`src/rtl/sc_hit_scheduler.sv`:
```
// sc_hit_scheduler
//   Collects timing-delta hits from NUM_LANES fret lanes and serialises them
//   onto the single shared score unit. Each lane has a one-deep holding
//   register. Arbitration is round-robin. After every score-unit enable,
//   ISSUE_GAP idle cycles are forced before the next one.
//
// Ports
//   clk        in   system clock, rising edge
//   rst_n      in   asynchronous active-low reset
//   hit_valid  in   [NUM_LANES]       per-lane one-cycle hit strobe
//   hit_dt     in   [NUM_LANES*DT_W]  packed dt, lane i at [i*DT_W +: DT_W]
//   hit_drop   out  [NUM_LANES]       hit rejected because the holder was full
//   sc_dt      out  [DT_W]            dt presented to the score unit
//   sc_en      out                    one-cycle score-unit enable
//   sc_lane    out  [3]               lane index of the current/last issue
//   pending    out  [NUM_LANES]       holder-occupied flags
//   streak     out  [8]               consecutive good-hit count
//
// Optional feature macro: SC_STREAK_EN
//   Defined   : streak counts consecutive issues with dt <= HIT_WIN
//               (saturating at 255). It updates the cycle after sc_en.
//   Undefined : streak is tied to 0.
//
// state   | meaning
// --------+-----------------------------------------------------------
// ST_IDLE | may grant the next pending lane on this edge
// ST_GAP  | post-issue spacing; gap_cnt_q counts down, exit at 1

module sc_hit_scheduler #(
    parameter int NUM_LANES = 5,
    parameter int DT_W      = 16,
    parameter int ISSUE_GAP = 2,
    parameter int HIT_WIN   = 50
) (
    input  logic                      clk,
    input  logic                      rst_n,
    input  logic [NUM_LANES-1:0]      hit_valid,
    input  logic [NUM_LANES*DT_W-1:0] hit_dt,
    output logic [NUM_LANES-1:0]      hit_drop,
    output logic [DT_W-1:0]           sc_dt,
    output logic                      sc_en,
    output logic [2:0]                sc_lane,
    output logic [NUM_LANES-1:0]      pending,
    output logic [7:0]                streak
);

    localparam int IDX_W = (NUM_LANES > 1) ? $clog2(NUM_LANES) : 1;

    typedef enum logic {
        ST_IDLE = 1'b0,
        ST_GAP  = 1'b1
    } state_t;

    state_t                 state_q, state_d;
    logic [3:0]             gap_cnt_q, gap_cnt_d;
    logic [2:0]             rr_q;
    logic [NUM_LANES-1:0]   pend_q, pend_d;
    logic [NUM_LANES-1:0]   drop_q, drop_d;
    logic [NUM_LANES-1:0]   load;
    logic [DT_W-1:0]        hold_q [NUM_LANES];
    logic [DT_W-1:0]        sc_dt_q;
    logic [2:0]             sc_lane_q;
    logic                   sc_en_q;

    logic                   grant_vld;
    logic [2:0]             grant_idx;
    logic [NUM_LANES-1:0]   grant_oh;
    logic [3:0]             cand;

    // Round-robin search starting one past the last granted lane.
    always_comb begin
        grant_vld = 1'b0;
        grant_idx = '0;
        cand      = '0;
        for (int k = 1; k <= NUM_LANES; k++) begin
            cand = 4'(rr_q) + 4'(k);
            if (cand >= 4'(NUM_LANES)) begin
                cand = cand - 4'(NUM_LANES);
            end
            if (!grant_vld && pend_q[cand[IDX_W-1:0]]) begin
                grant_vld = 1'b1;
                grant_idx = 3'(cand);
            end
        end
        if (state_q != ST_IDLE) begin
            grant_vld = 1'b0;
        end
        grant_oh = '0;
        if (grant_vld) begin
            grant_oh[grant_idx[IDX_W-1:0]] = 1'b1;
        end
    end

    // A granted lane frees its holder on the same edge, so a strobe that
    // coincides with the grant reloads instead of dropping.
    always_comb begin
        load   = hit_valid & (~pend_q | grant_oh);
        drop_d = hit_valid & pend_q & ~grant_oh;
        pend_d = (pend_q & ~grant_oh) | hit_valid;
    end

    always_comb begin
        state_d   = state_q;
        gap_cnt_d = gap_cnt_q;
        case (state_q)
            ST_IDLE: begin
                if (grant_vld && (ISSUE_GAP > 0)) begin
                    state_d   = ST_GAP;
                    gap_cnt_d = 4'(ISSUE_GAP);
                end
            end
            ST_GAP: begin
                if (gap_cnt_q <= 4'd1) begin
                    state_d   = ST_IDLE;
                    gap_cnt_d = '0;
                end else begin
                    gap_cnt_d = gap_cnt_q - 4'd1;
                end
            end
            default: begin
                state_d   = ST_IDLE;
                gap_cnt_d = '0;
            end
        endcase
    end

    always_ff @(posedge clk or negedge rst_n) begin
        if (!rst_n) begin
            state_q   <= ST_IDLE;
            gap_cnt_q <= '0;
            rr_q      <= 3'(NUM_LANES - 1);
            pend_q    <= '0;
            drop_q    <= '0;
            sc_dt_q   <= '0;
            sc_lane_q <= '0;
            sc_en_q   <= 1'b0;
        end else begin
            state_q   <= state_d;
            gap_cnt_q <= gap_cnt_d;
            pend_q    <= pend_d;
            drop_q    <= drop_d;
            sc_en_q   <= grant_vld;
            if (grant_vld) begin
                rr_q      <= grant_idx;
                sc_lane_q <= grant_idx;
                sc_dt_q   <= hold_q[grant_idx[IDX_W-1:0]];
            end
        end
    end

    always_ff @(posedge clk or negedge rst_n) begin
        if (!rst_n) begin
            for (int i = 0; i < NUM_LANES; i++) begin
                hold_q[i] <= '0;
            end
        end else begin
            for (int i = 0; i < NUM_LANES; i++) begin
                if (load[i]) begin
                    hold_q[i] <= hit_dt[i*DT_W +: DT_W];
                end
            end
        end
    end

`ifdef SC_STREAK_EN
    logic [7:0] streak_q;

    // Judged from the registered issue, hence one cycle behind sc_en.
    always_ff @(posedge clk or negedge rst_n) begin
        if (!rst_n) begin
            streak_q <= '0;
        end else if (sc_en_q) begin
            if (sc_dt_q <= DT_W'(HIT_WIN)) begin
                if (streak_q != 8'hFF) begin
                    streak_q <= streak_q + 8'd1;
                end
            end else begin
                streak_q <= '0;
            end
        end
    end

    assign streak = streak_q;
`else
    assign streak = 8'h00;
`endif

    assign hit_drop = drop_q;
    assign sc_dt    = sc_dt_q;
    assign sc_en    = sc_en_q;
    assign sc_lane  = sc_lane_q;
    assign pending  = pend_q;

endmodule

```
`config.mk`:
```
export PLATFORM = sky130hd
export DESIGN_NAME = sc_hit_scheduler
export DESIGN_NICKNAME = d
export VERILOG_FILES = /design/src/rtl/sc_hit_scheduler.sv
export SDC_FILE = /design/constraint.sdc
export NUM_CORES = 1
export LEC_CHECK = 0
export CORE_ASPECT_RATIO = 1.2
export CORE_UTILIZATION = 49
export CTS_CLUSTER_SIZE = 12
export DETAILED_ROUTE_END_ITERATION = 6
export GPL_TIMING_DRIVEN = 0
export PLACE_DENSITY = 0.76
export SYNTH_ARGS = -nofsm -noshare
export SYNTH_HDL_FRONTEND = slang
export SYNTH_SLANG_ARGS = --single-unit
```
`constraint.sdc`:
```
create_clock -name clk -period 4.9 [get_ports clk]
set_clock_uncertainty 0.05 [all_clocks]
set_input_delay 0.735 -clock clk [delete_from_list [all_inputs] [get_ports clk]]
set_output_delay 0.735 -clock clk [all_outputs]
set_load 0.02 [all_outputs]
```
==> results.md, run 1 <==
Status:
- The flow ran to the end, and the final reports show no timing, DRC or antenna violations.

Timing:
- The tightest slew margin relative to the limit is 0.5143.
- The setup-violating endpoint count in the final report is 0.
- The time the worst path needs with I/O delays and setup is approximately 4800 ps.
- The worst-case setup margin in the final layout is around 130 ps.
- The count of pins over their slew limit is 0.
- For the pin with the worst max-slew slack, the measured transition is between 700 and 800 ps.
- The final hold violation count is 0.
- The total negative setup slack is 0 ps.
- Based on the critical path, the design can be clocked at up to roughly 0.21 GHz.
- The final worst-path cycle share is 0.9728.

Logic synthesis:
- The share of Yosys cell area claimed by the top area cell type is 0.3839.
- The cell count after synthesis is 808.
- During synthesis, Yosys emitted a total of 0 warnings.
- Yosys mapped a number of flops with a built-in enable equal to 0.
- The number of different library cells in the post-synthesis netlist is 80.
- By area the synthesized netlist is led by dfrtp_1, mux2_2, nand2_1.
- dfrtp_1 is the most common cell in the netlist.
- The commonest register cell after synthesis is dfrtp_1.
- The post-synthesis average cell area is a little over 9 um2.
- The commonest cells after synthesis are dfrtp_1, nand2_1, nor2_1, clkbuf_1, nand3_1.
- Of all flip-flops after synthesis, the portion carrying an async set or reset was 1.000.
- dfrtp_1 takes more of the synthesized area than any other cell.
- For this run, the register share of the synthesized area comes to 0.3874.
- In this run, synthesis produced a sequential element count of between 100 and 150.
- Summing every instance area after synthesis gives roughly 0.0075 mm2.

Critical path:
- The worst register-to-register path ends at sc_dt[7]$_DFFE_PN0P_.
- The peak per-stage delay on the critical path is around 510 ps.
- The data arrival at the endpoint of the critical path is 5010 ps.
- Counting both buffers and inverters, the worst setup path holds a total of 5.
- Traced cell by cell, the critical path runs through buf_6, inv_1, buf_4, ha_1, inv_1, fa_1, a21oi_4, mux2i_1, a31o_1, or2_1, or3_4, o211a_1, nor2_2, clkbuf_4, mux2_2, a211o_1.
- The critical path's most frequent cell is inv_1.
- The worst register-to-register path has a setup slack of ~130 ps.
- STA classifies the critical path startpoint as a flip-flop.
- The cell family contributing the most delay on the critical path is compound AO/OA/AOI/OAI gates.
- The maximum fanout count along the critical path is 12.
- The worst setup path is captured at a flip-flop.
- Data on the critical path is required at its endpoint by about 5200 ps.
- The worst register-to-register path begins at rr_q[0]$_DFFE_PN0P_.
- Measured in cells, the most critical reg-to-reg path has a length of 16.
- The slowest cell on the critical path is dfrtp_1.
- The critical path is of the flip-flop to flip-flop type.

GRT:
- The pin count of the biggest net entering global routing is 91.
- The via count of the first global-routing pass was between 6,000 and 7,000.
- The first global-routing pass estimated between 30 and 40 mm of wire.
- Summed over all layers, the global routing overflow is 0.
- The global-route usage over all layers is 0.3174.
- The number of antenna violations at the first check in global routing is 0.

Routing:
- For this block, the initial DRC count from the detailed router was between 1,000 and 1,500.
- The number of iterations in the first detailed-routing pass is 6.
- The post-route DRC violation count is 0.
- The routed length per placed instance is about 21 um.
- For this block, the routed nets add up to around 24 mm of wire.
- The number of routed nets with antenna violations is 0.
- The number of vias after detailed routing is roughly 7,500.
- Dividing the detail-routed via count by the number of cells gives about 6.5.

Clock tree:
- The worst-skew pair later-pin latency is roughly 420 ps.
- Clock-pin slew was measured on the worst setup and hold paths at roughly 50 ps.
- The tree built by TritonCTS fans out to between 100 and 150 sinks.
- The total setup buffers inserted after CTS is 0.
- The TritonCTS clock tree is built.
- The H-tree generated during clock tree synthesis spans 4 levels.
- The number of buffers added by the clock tree synthesis step is 17.
- In this run the clock root is driven by a clkbuf_16.
- The clock passes through at most 2 buffers.

Floorplan:
- The core region is 0.01496 mm2.
- The initial core utilization is 0.5011.
- The initialized floorplan defines 49 standard-cell rows.
- The floorplan step defined a die boundary enclosing approximately 0.016 mm2.
- The x dimension of the die is between 100 and 150 um.
- The die is roughly 140 um tall.
- The top-level port count is between 100 and 150.

Placed design:
- The wire-length estimate of the detail-placed layout is 17.15 mm.
- The number of placed instances, taps included, is roughly 1,100.
- Before CTS, the worst setup slack after placement is -48.26 ps.
- Routability-driven placement finished with a final weighted congestion of roughly 0.95.
- In this run the tool buffered the top-level ports with 113 buffer cells.
- In this run the cell area measured after placement is 0.008937 mm2.

Final layout:
- The summed area of non-filler cells in the final layout is approximately 0.0096 mm2.
- From synthesis to final layout, the design area changed by 28.16%.
- The repair_antennas step left the layout with diodes totalling 0.
- The fraction of layout instances using a drive strength above 1 is 0.1415.
- The final layout contains 1,047 nets.
- The number of standard cells in the layout, taps in and fillers out is 1,165.

Job:
- The count of maximum capacitance violations is 0.

Hold path:
- The min-delay analysis places its worst path in the category primary input to async pin.
-- layout by cell type (no fill, tap or decap), types with 15 or more instances in the layout --
master and instances:
nor2_1 45, clkbuf_1 44, a22oi_1 16, o21ai_0 28
nand2_1 86, or4_1 16, nand4_1 17, dfrtp_1 115
a21oi_1 15, mux2_2 34, a222oi_1 16, clkbuf_16 17
clkdlybuf4s50_1 112, o211ai_1 34, and2_1 17, a41oi_1 16
a31oi_1 24, a221oi_1 26, nand3_1 40
-- registers in the layout (all words and copies together), names as in the netlist --
signal     flops
gap_cnt_q      4
sc_dt         16
sc_en          1
pending        5
hold_q        80
rr_q           3
state_q        1
sc_lane        1
hit_drop       5
-- how the worst max path moves through the flow --
| stage | startpoint | end | cells past startpoint |
|---|---|---|---|
| 2_1_floorplan | rr_q[0]$_DFFE_PN0P_ | sc_dt[6]$_DFFE_PN0P_ | 16 |
| 3_3_place_gp | rst_n | pending[2]$_DFF_PN0_ | 1 |
| 3_5_place_dp | rr_q[0]$_DFFE_PN0P_ | hold_q[15]$_DFFE_PN0P_ | 16 |
| 4_1_cts | rr_q[0]$_DFFE_PN0P_ | sc_dt[7]$_DFFE_PN0P_ | 16 |
| 5_1_grt | rr_q[0]$_DFFE_PN0P_ | sc_dt[7]$_DFFE_PN0P_ | 16 |
| 6_report | rr_q[0]$_DFFE_PN0P_ | sc_dt[7]$_DFFE_PN0P_ | 16 |
-- layout make-up --
| cell class | instances | area (um2) |
|---|---|---|
| plain buffers | 78 | 392.9 |
| clock inverters | 8 | 98.84 |
| inverters | 16 | 60.06 |
| well taps | 204 | 255.2 |
| repair buffers | 114 | 1160 |
| flip-flops and latches | 116 | 2904 |
| multi-input cells | 605 | 4244 |
| clock buffers | 24 | 491.7 |
| fillers | 1275 | 5353 |
-- metrics by stage --
| step | hold slack, ps | util |
|---|---|---|
| 6_report | 130.8 | 0.6422 |
| 5_1_grt | 140.6 | 0.6422 |
| 4_1_cts | 131.6 | 0.6373 |
| 3_5_place_dp | 432.3 | 0.5974 |
| 3_3_place_gp | 414.5 | 0.5955 |
| 2_1_floorplan | 389.4 | - |
-- kinds of logic (layout without fill, tap and decap cells) --
kind of cell / count (synthesis) / in the layout / share of synthesized area
xor gates and xnor gates: 4 / 4 / 0.004673
and+or+nand+nor: 275 / 275 / 0.1846
muxes: 51 / 51 / 0.08045
AOI/OAI and AO/OA: 255 / 255 / 0.2622
adders and majority gates: 12 / 12 / 0.02103
DFF: 116 / 116 / 0.3874
other: 1 / 8 / 0.0005003
buffers and inverters: 94 / 240 / 0.05909
-- worst register-to-register path: stages, from the launching register on --
cell and delay (ps):
dfrtp_1 510, buf_6 210, inv_1 120, buf_4 220
ha_1 170, inv_1 40, fa_1 450, a21oi_4 240
mux2i_1 120, a31o_1 280, or2_1 260, or3_4 380
o211a_1 330, nor2_2 270, clkbuf_4 300, mux2_2 380
a211o_1 310
-- per-layer routing --
layer,track usage,vias up,wire length (um)
li1,-,3387,-
met1,0.4203,3637,9951
met2,0.5000,442,11270
met3,0.05455,82,1659
met4,0.1616,0,1097
met5,0,-,0
-- what timing repair did --
action	in CTS	in global routing
resized for setup	1	22
pin swaps	0	0
setup endpoints to repair	10	92
hold buffers	0	0
Power of run 1 is left out: the tool's default activity adds up to more than one toggle a clock period on the data nets, which glitch-free logic cannot reach.
==> run 2, diff against run 1 <==
Settings changed: CORE_MARGIN from default to 1.5.
==> run 2 against run 1 <==
Global-route usage is 1.3 points lower. Sequential cell count stayed put. Worst setup slack better by 20 ps. Design area hardly changed. Core utilization is 0.050 points higher. Hold slack better by 4.1 ps. Via count is 0.40% higher. Critical path type unchanged.
==> results.md, run 2 (synthesis gave the netlist of run 1 again) <==
Final layout:
- The area of the multi-input gates is 0.004254 mm2 (+0.24%).
- The count of nets after finishing is 1,052 (+0.48%).
- The number of flip-flops under the largest register name is 80 (unchanged).
- The fraction of layout instances using a drive strength above 1 is 0.1532 (+0.01169).
- The number of standard cells in the layout, taps in and fillers out came to 1,170 (+0.43%).
- The library cell used most frequently in the layout, excluding fill and tap cells, is dfrtp_1.
- The count of inserted antenna diode cells is 0 (unchanged).
- Ranked by flip-flop count, first place goes to hold_q.
- The count of fill cells added during filler insertion came to 1,280 (+0.39%).
- The area occupied by registers is 0.002904 mm2 (unchanged).
- In the layout the commonest cells are dfrtp_1, clkdlybuf4s50_1, nand2_1, nor2_1, nand3_1.
- The relative area change from synthesis to final layout is 28.26% (about the same).

Critical path:
- In this run the critical register-to-register path is launched from rr_q[0]$_DFFE_PN0P_.
- In this run the critical register-to-register path is captured at hold_q[45]$_DFFE_PN0P_.
- The data arrival at the endpoint of the critical path came to 5000 ps (about the same).
- The maximum fanout count along the critical path was 12 (unchanged).
- The required time at the endpoint of the critical path was 5160 ps (about the same).
- The startpoint kind of the worst setup timing path is a flip-flop.
- The setup slack on the worst flop-to-flop path was 150 ps (+20 ps).
- The launching element of the worst setup path is rr_q[0]$_DFFE_PN0P_.
- The type of the worst setup path is flip-flop to flip-flop.
- The cell depth of the worst flop-to-flop path is 16 (unchanged).
- The kind of end point of the critical path is a flip-flop.

Timing:
- The actual transition at the worst max-transition pin came to 701.9 ps (-21.09 ps).
- The time the worst path needs with I/O delays and setup is 4747 ps (-19.75 ps).
- The setup-violating endpoint count in the final report was 0 (unchanged).
- The upper clock frequency limit came to 0.2107 GHz (+0.42%).
- The smallest hold slack came to 134.9 ps (+4.099 ps).
- The final hold violation count is 0 (unchanged).
- The tightest slew margin relative to the limit came to 0.5285 (+0.01417).
- The final worst-path cycle share is 0.9688 (-0.004031).
- The count of pins over their slew limit was 0 (unchanged).

GRT:
- The global-route usage over all layers came to 0.3045 (-0.01283).
- The sum of overflow across all layers after global routing is 0 (unchanged).
- The number of antenna violations at the first check in global routing was 0 (unchanged).
- The via count of the first global-routing pass is 7,166 (+3.0%).
- The wire length of the first global-routing pass is 37.95 mm (-0.61%).
- The pin count of the biggest net entering global routing was 87 (-4.4%).

Placed design:
- The total of buffers placed on input and output ports is 113 (unchanged).
- The last weighted congestion value of the routability-driven placer is 0.8840 (-7.0%).
- The HPWL after detailed placement came to 17.52 mm (+2.1%).
- The number of instances in the placed design is 1,133 (unchanged).

Status:
- The run finished with clean final reports.

Clock tree:
- The number of sinks handled by clock tree synthesis was 116 (unchanged).
- The clock transition time at the flip-flop clock pins of the worst setup and hold paths was 60 ps (about the same).
- The worst-skew pair later-pin latency was 430 ps (about the same).
- The root buffer cell chosen for the clock tree is clkbuf_16.
- The number of buffers on the longest clock path is 2 (unchanged).
- The TritonCTS clock tree is built.
- The number of buffers added by the clock tree synthesis step is 17 (unchanged).
- The number of levels the H-tree was split into is 4 (unchanged).

Routing:
- The routed length per placed instance was 20.68 um (+0.48%).
- The number of vias per cell after detailed routing is 6.477 (about the same).
- The number of iterations in the first detailed-routing pass is 7 (+1).
- The post-route DRC violation count came to 0 (unchanged).
- The number of vias after detailed routing is 7,578 (+0.40%).
- The number of design-rule violations left by the first detailed-router iteration is 998 (-0.40%).
- The number of routed nets with antenna violations is 0 (unchanged).
- The aggregate routed wire length is 24.20 mm (+0.91%).

Floorplan:
- The x dimension of the die is 115.9 um (+0.87%).
- The floorplan die area is 0.01605 mm2 (+1.6%).
- The initial core utilization was 0.5011 (unchanged).
- The chip height is 138.5 um (+0.73%).
- The number of placement rows came to 49 (unchanged).
- The top-level port count is 125 (unchanged).
- The core area came to 0.01496 mm2 (unchanged).

Job:
- The count of maximum capacitance violations came to 0 (unchanged).

Hold path:
- The worst hold path class is primary input to async pin.
-- run 2: cell types whose count changed in the layout (fill, tap and decap cells not counted), sizes merged --
| cell | before | now |
|---|---|---|
| clkbuf | 72 | 66 |
| buf | 32 | 37 |
| clkinvlp | 2 | 5 |
| bufinv | 2 | 0 |
| inv | 14 | 16 |
| clkinv | 6 | 9 |
-- run 2: how the worst max path moves through the flow --
stage,endpoint,depth (start not counted)
after floorplan,sc_dt[6]$_DFFE_PN0P_,16
after global placement,gap_cnt_q[0]$_DFFE_PN0P_,1
after detailed placement,hold_q[9]$_DFFE_PN0P_,16
after CTS,sc_dt[7]$_DFFE_PN0P_,16
after global routing,hold_q[43]$_DFFE_PN0P_,16
final,hold_q[45]$_DFFE_PN0P_,16
-- run 2: area by class of cell --
cell class	count	share of cell area
multi-input combinational	605	0.4425
timing repair buffer	119	0.1245
sequential	116	0.3021
clock inverter	14	0.01093
clock buffer	18	0.04568
inverter	16	0.006247
tap	204	0.02655
buffer	78	0.04151
-- run 2: per-stage QoR --
step                      setup WS, ps  instance area, um2    util  setup TNS (ps)
final                            152.9                9614  0.6427               0
after global routing            -6.293                9614  0.6427          -19.52
after CTS                        22.13                9487  0.6342               0
after detailed placement        -41.55                8937  0.5974          -277.9
after global placement           -1566                8909  0.5955         -179480
after floorplan                  730.5                7522       -               0
-- run 2: routing by layer --
| layer | wire (um) | vias up | part of all wire | track usage |
|---|---|---|---|---|
| met2 | 11720 | 436 | 0.48 | 0.4796 |
| li1 | - | 3395 | - | - |
| met5 | 0 | - | 0 | 0 |
| met4 | 1003 | 0 | 0.041 | 0.1374 |
| met1 | 9691 | 3676 | 0.40 | 0.4043 |
| met3 | 1779 | 71 | 0.074 | 0.05962 |
-- run 2: critical path, cell delays in order (launching register included) --
cell and delay (ps):
dfrtp_1 510, buf_6 210, inv_1 110, buf_4 220
ha_1 160, inv_1 50, fa_1 450, a21oi_4 250
mux2i_1 110, a31o_1 280, or2_1 290, or3_4 390
o31a_1 440, nor4b_2 410, a2bb2oi_4 170, buf_6 200
mux2_4 300
-- run 2: what timing repair did --
action / CTS / global route
endpoints found under the setup margin: 10 / 101
gates cloned: 0 / 0
hold buffers: 0 / 0
resized for setup: 1 / 32
setup buffers: 0 / 5
pin swaps: 0 / 1
Power of run 2 is left out for the same reason.
==> patch 1 (flow settings as in run 1) <==
Register the output `pending` once more, with the module's reset; this adds one clock of latency there. The other outputs are not delayed to match.
--- a/src/rtl/sc_hit_scheduler.sv
+++ b/src/rtl/sc_hit_scheduler.sv
@@ -191,3 +191,9 @@
     assign sc_lane  = sc_lane_q;
-    assign pending  = pend_q;
+    always_ff @(posedge clk or negedge rst_n) begin
+        if (!rst_n) begin
+            pending <= '0;
+        end else begin
+            pending <= pend_q;
+        end
+    end
 
Formal check against the unedited RTL: not equivalent (a bounded check fails within 4 cycles, from zero or initial values and one cycle with rst_n low).
==> patch 1 against run 1 <==
- final area down 12%
- synthesized area down 15%
- wire length down 32%
- critical path depth down 1
- setup slack better by 0.12 ns
- sequential cell count up 5
- core utilization up 2.8 points
- final cell count down 25%
- critical endpoint is now hold_q[58]
- largest cell class unchanged
Power is left out: the tool's default activity adds up to more than one toggle a clock period on the data nets, which glitch-free logic cannot reach.
==> patch 1: results (changes against run 1) <==
max-slew violation count = 0 (unchanged)
post-synth cell types = 76 (was 80)
reg-to-reg endpoint = hold_q[58] (was sc_dt[7])
measured slew at the worst slew-check pin = 0.650 ns (was 0.723 ns)
Hold/Removal Path Class = in2async (unchanged)
ys async rst share = 100% (unchanged)
CTS buffer count = 17 (unchanged)
CP Launch Type = register (unchanged)
clock slew seen by the registers of the worst setup and hold paths = 0.06 ns
path depth of the worst reg2reg path = 15 (was 16)
Initial DRT Pass Iterations = 4 (was 6)
pre-CTS setup slack = -0.0151 ns (was -0.0483 ns)
Total Wirelength = 16.3 mm (was 24.0 mm)
CTS Buffer Depth = 2 (unchanged)
routability cong. = 0.914 (was 0.951)
post-DP HPWL = 12.0 mm (was 17.2 mm)
Worst Path Arrival = 4.88 ns (was 5.01 ns)
Most flops, register = hold_q (unchanged)
Yosys warnings = 0 (unchanged)
worst skew pair latency = 0.41 ns
cells after synthesis = 546 (was 808)
pin count of the biggest net entering global routing = 92 (was 91)
diode count = 0 (unchanged)
Post-Synth Adder-Cell Area = 2.66% (was 2.10%)
Root Driver = clkbuf_16 (unchanged)
initial antenna violation count = 0 (unchanged)
worst-path maximum fanout = 12 (unchanged)
Hold WS = 0.150 ns (was 0.131 ns)
post-synthesis compound-gate area fraction = 14.5% (was 26.2%)
Area contributors post-synth = dfrtp_1, mux2_2, mux2_4 (was dfrtp_1, mux2_2, nand2_1)
H-tree levels = 4 (unchanged)
Layout Nets = 794 (was 1047)
GRT Util Overall = 25.4% (was 31.7%)
most frequent cells after synthesis = dfrtp_1, mux2_2, nor2_1, nand2_1, mux2i_1 (was dfrtp_1, nand2_1, nor2_1, clkbuf_1, nand3_1)
flop2flop setup slack = 0.26 ns (was 0.13 ns)
vias = 4866 (was 7548)
IO buf count = 116 (was 113)
fraction of layout cells with a size suffix above 1 = 23.9% (was 14.2%)
post-placement cell count = 834 (was 1133)
Starting DRT DRC Count = 248 (was 1002)
status = complete, no violations (unchanged)
sequential fraction of the synthesis area = 47.3% (was 38.7%)
Largest register FFs = 80 (unchanged)
vias in the first global route = 5222 (was 6959)
Post-Layout Cell Count = 871 (was 1165)
post-synthesis mux area share = 19.6% (was 8.05%)
xor-xnor portion of the synthesized cell area = 1.08% (was 0.467%)
first-pass GRT wire length = 26.1 mm (was 38.2 mm)
Placed Area = 7820 µm² (was 8940 µm²)
RR Startpoint = rr_q[0] (unchanged)
## patch 1: worst max-delay path, stage by stage (launching register included)
cell and delay [ns]:
dfrtp_2 0.46, buf_4 0.20, clkinv_2 0.18, ha_1 0.22, inv_1 0.06, fa_2 0.40, or4_4 0.52, a21oi_2 0.20
o41ai_4 0.13, or2_4 0.29, or4_4 0.53, nor2_2 0.18, o211ai_2 0.16, a21boi_4 0.33, buf_4 0.26, mux2_1 0.35
## patch 1: routing by layer
layer / up-vias / global-route usage [%] / wire, µm
met1: 2413 / 29.0 / 6400
met4: 0 / 9.80 / 388
li1: 2256 / - / -
met2: 169 / 45.0 / 8530
met3: 28 / 6.99 / 1020
met5: - / 0 / 0
## patch 1: worst max path at each step
stage                  from  depth (start not counted)    endpoint  slack (ns)
floorplan           rr_q[0]                         15  hold_q[55]        0.69
global placement      rst_n                          1  pending[2]       -1.35
detailed placement  rr_q[1]                         16  hold_q[10]       -0.02
CTS                 rr_q[1]                         17  hold_q[10]       0.005
global route        rr_q[0]                         16  hold_q[61]       -0.01
finish              rr_q[0]                         15  hold_q[58]        0.26
## patch 1: cells by family (layout without fill, tap and decap cells)
group	after synthesis	count (layout)
xor gates and xnor gates	7	7
buffers and inverters	55	209
adders and majority gates	13	13
muxes	105	105
other	1	8
AOI/OAI and AO/OA	118	118
and+or+nand+nor	126	126
DFF	121	121
## patch 1: timing repair
action / CTS / global route
gates resized for setup: 1 / 14
pin swaps: 0 / 2
endpoints found under the hold margin: 0 / 0
setup buffers: 0 / 5
setup endpoints to repair: 10 / 81
## patch 1: final cells by class
type	instances	area [µm²]
inverter	17	65.1
fill	999	4180
buffer	38	241
timing repair buffer	122	1230
clock buffer	17	425
tap	164	205
sequential	121	3030
clock inverter	15	164
multi-input combinational	377	3130
==> patch 2 (config.mk and constraints of run 1) <==
Made on the original files. The parameter `DT_W` goes from 16 to 12.
--- a/src/rtl/sc_hit_scheduler.sv
+++ b/src/rtl/sc_hit_scheduler.sv
@@ -30,3 +30,3 @@
     parameter int NUM_LANES = 5,
-    parameter int DT_W      = 16,
+    parameter int DT_W      = 12,
     parameter int ISSUE_GAP = 2,
Interface: changed (resized hit_dt and sc_dt); port bits go from 125 to 101. The function was not compared with the original's and may differ.
==> patch 2 against run 1 <==
- wire length decreased by 46%
- synthesized area decreased by 31%
- core utilization increased by 2.0 points
- sequential cell count decreased by 24
- first-iteration DRC count decreased by 81%
- setup slack improved by 0.065 ns
- final area decreased by 30%
- via count decreased by 48%
- critical path type unchanged
- largest cell class unchanged
Power is left out: the tool's default activity adds up to more than one toggle a clock period on the data nets, which glitch-free logic cannot reach.
==> patch 2: results (changes against run 1) <==
met2 wire length = 6.76 mm (was 11.3 mm)
critical path's top delay family = simple AND/OR/NAND/NOR gates (was compound AO/OA/AOI/OAI gates)
met3 GRT Util = 5.31% (was 5.46%)
CP peak stage delay = 0.59 ns (was 0.51 ns)
Area contributors post-synth = dfrtp_1, mux2_2, mux2_4 (was dfrtp_1, mux2_2, nand2_1)
wl on met1 = 5.12 mm (was 9.95 mm)
met3 wire len = 770 µm (was 1.66 mm)
H-tree levels = 3 (was 4)
pin count of the biggest net entering global routing = 69 (was 91)
sequential fraction of the synthesis area = 44.8% (was 38.7%)
path depth of the worst reg2reg path = 15 (was 16)
M1 GR Usage = 31.1% (was 42.0%)
Post-Synth Adder-Cell Area = 3.07% (was 2.10%)
Layout Nets = 640 (was 1047)
measured slew at the worst slew-check pin = 0.586 ns (was 0.723 ns)
slowest cell on the critical path = or4_4 (was dfrtp_1)
pre-CTS setup slack = 0.0988 ns (was -0.0483 ns)
fraction of layout cells with a size suffix above 1 = 26.0% (was 14.2%)
post-synthesis compound-gate area fraction = 16.2% (was 26.2%)
status = complete, no violations (unchanged)
area share of the largest cell type after synthesis = 44.3% (was 38.4%)
reg-to-reg endpoint = hold_q[52] (was sc_dt[7])
met2 usage = 43.4% (was 50.0%)
worst skew pair latency = 0.35 ns (was 0.42 ns)
vias in the first global route = 4175 (was 6959)
Largest register FFs = 60 (was 80)
Worst Path Arrival = 4.88 ns (was 5.01 ns)
patch 2: metrics by stage:
stage | hold slack (ns) | TNS [ns] | std cells | utilization [%] | area, µm²
after floorplan | 0.389 | 0 | 454 | - | 5160
after global placement | 0.427 | -21.92 | 672 | 61.8 | 6240
after detailed placement | 0.424 | 0 | 673 | 62.0 | 6270
after CTS | 0.247 | 0 | 689 | 65.6 | 6630
after global routing | 0.268 | -0.00909 | 692 | 66.3 | 6700
final | 0.242 | 0 | 692 | 66.3 | 6700
patch 2: repair_timing:
| action | in CTS | in global routing |
|---|---|---|
| endpoints found under the hold margin | 0 | 0 |
| resized for setup | 0 | 15 |
| setup endpoints to repair | 0 | 60 |
| buffers inserted | 0 | 3 |
patch 2: layout make-up:
cell class | count | area, µm²
fillers | 769 | 3410
plain buffers | 35 | 233
inverters | 16 | 63.8
flip-flops and latches | 92 | 2300
well taps | 126 | 158
multi-input cells | 311 | 2610
clock buffers | 11 | 253
repair buffers | 96 | 968
clock inverters | 5 | 106
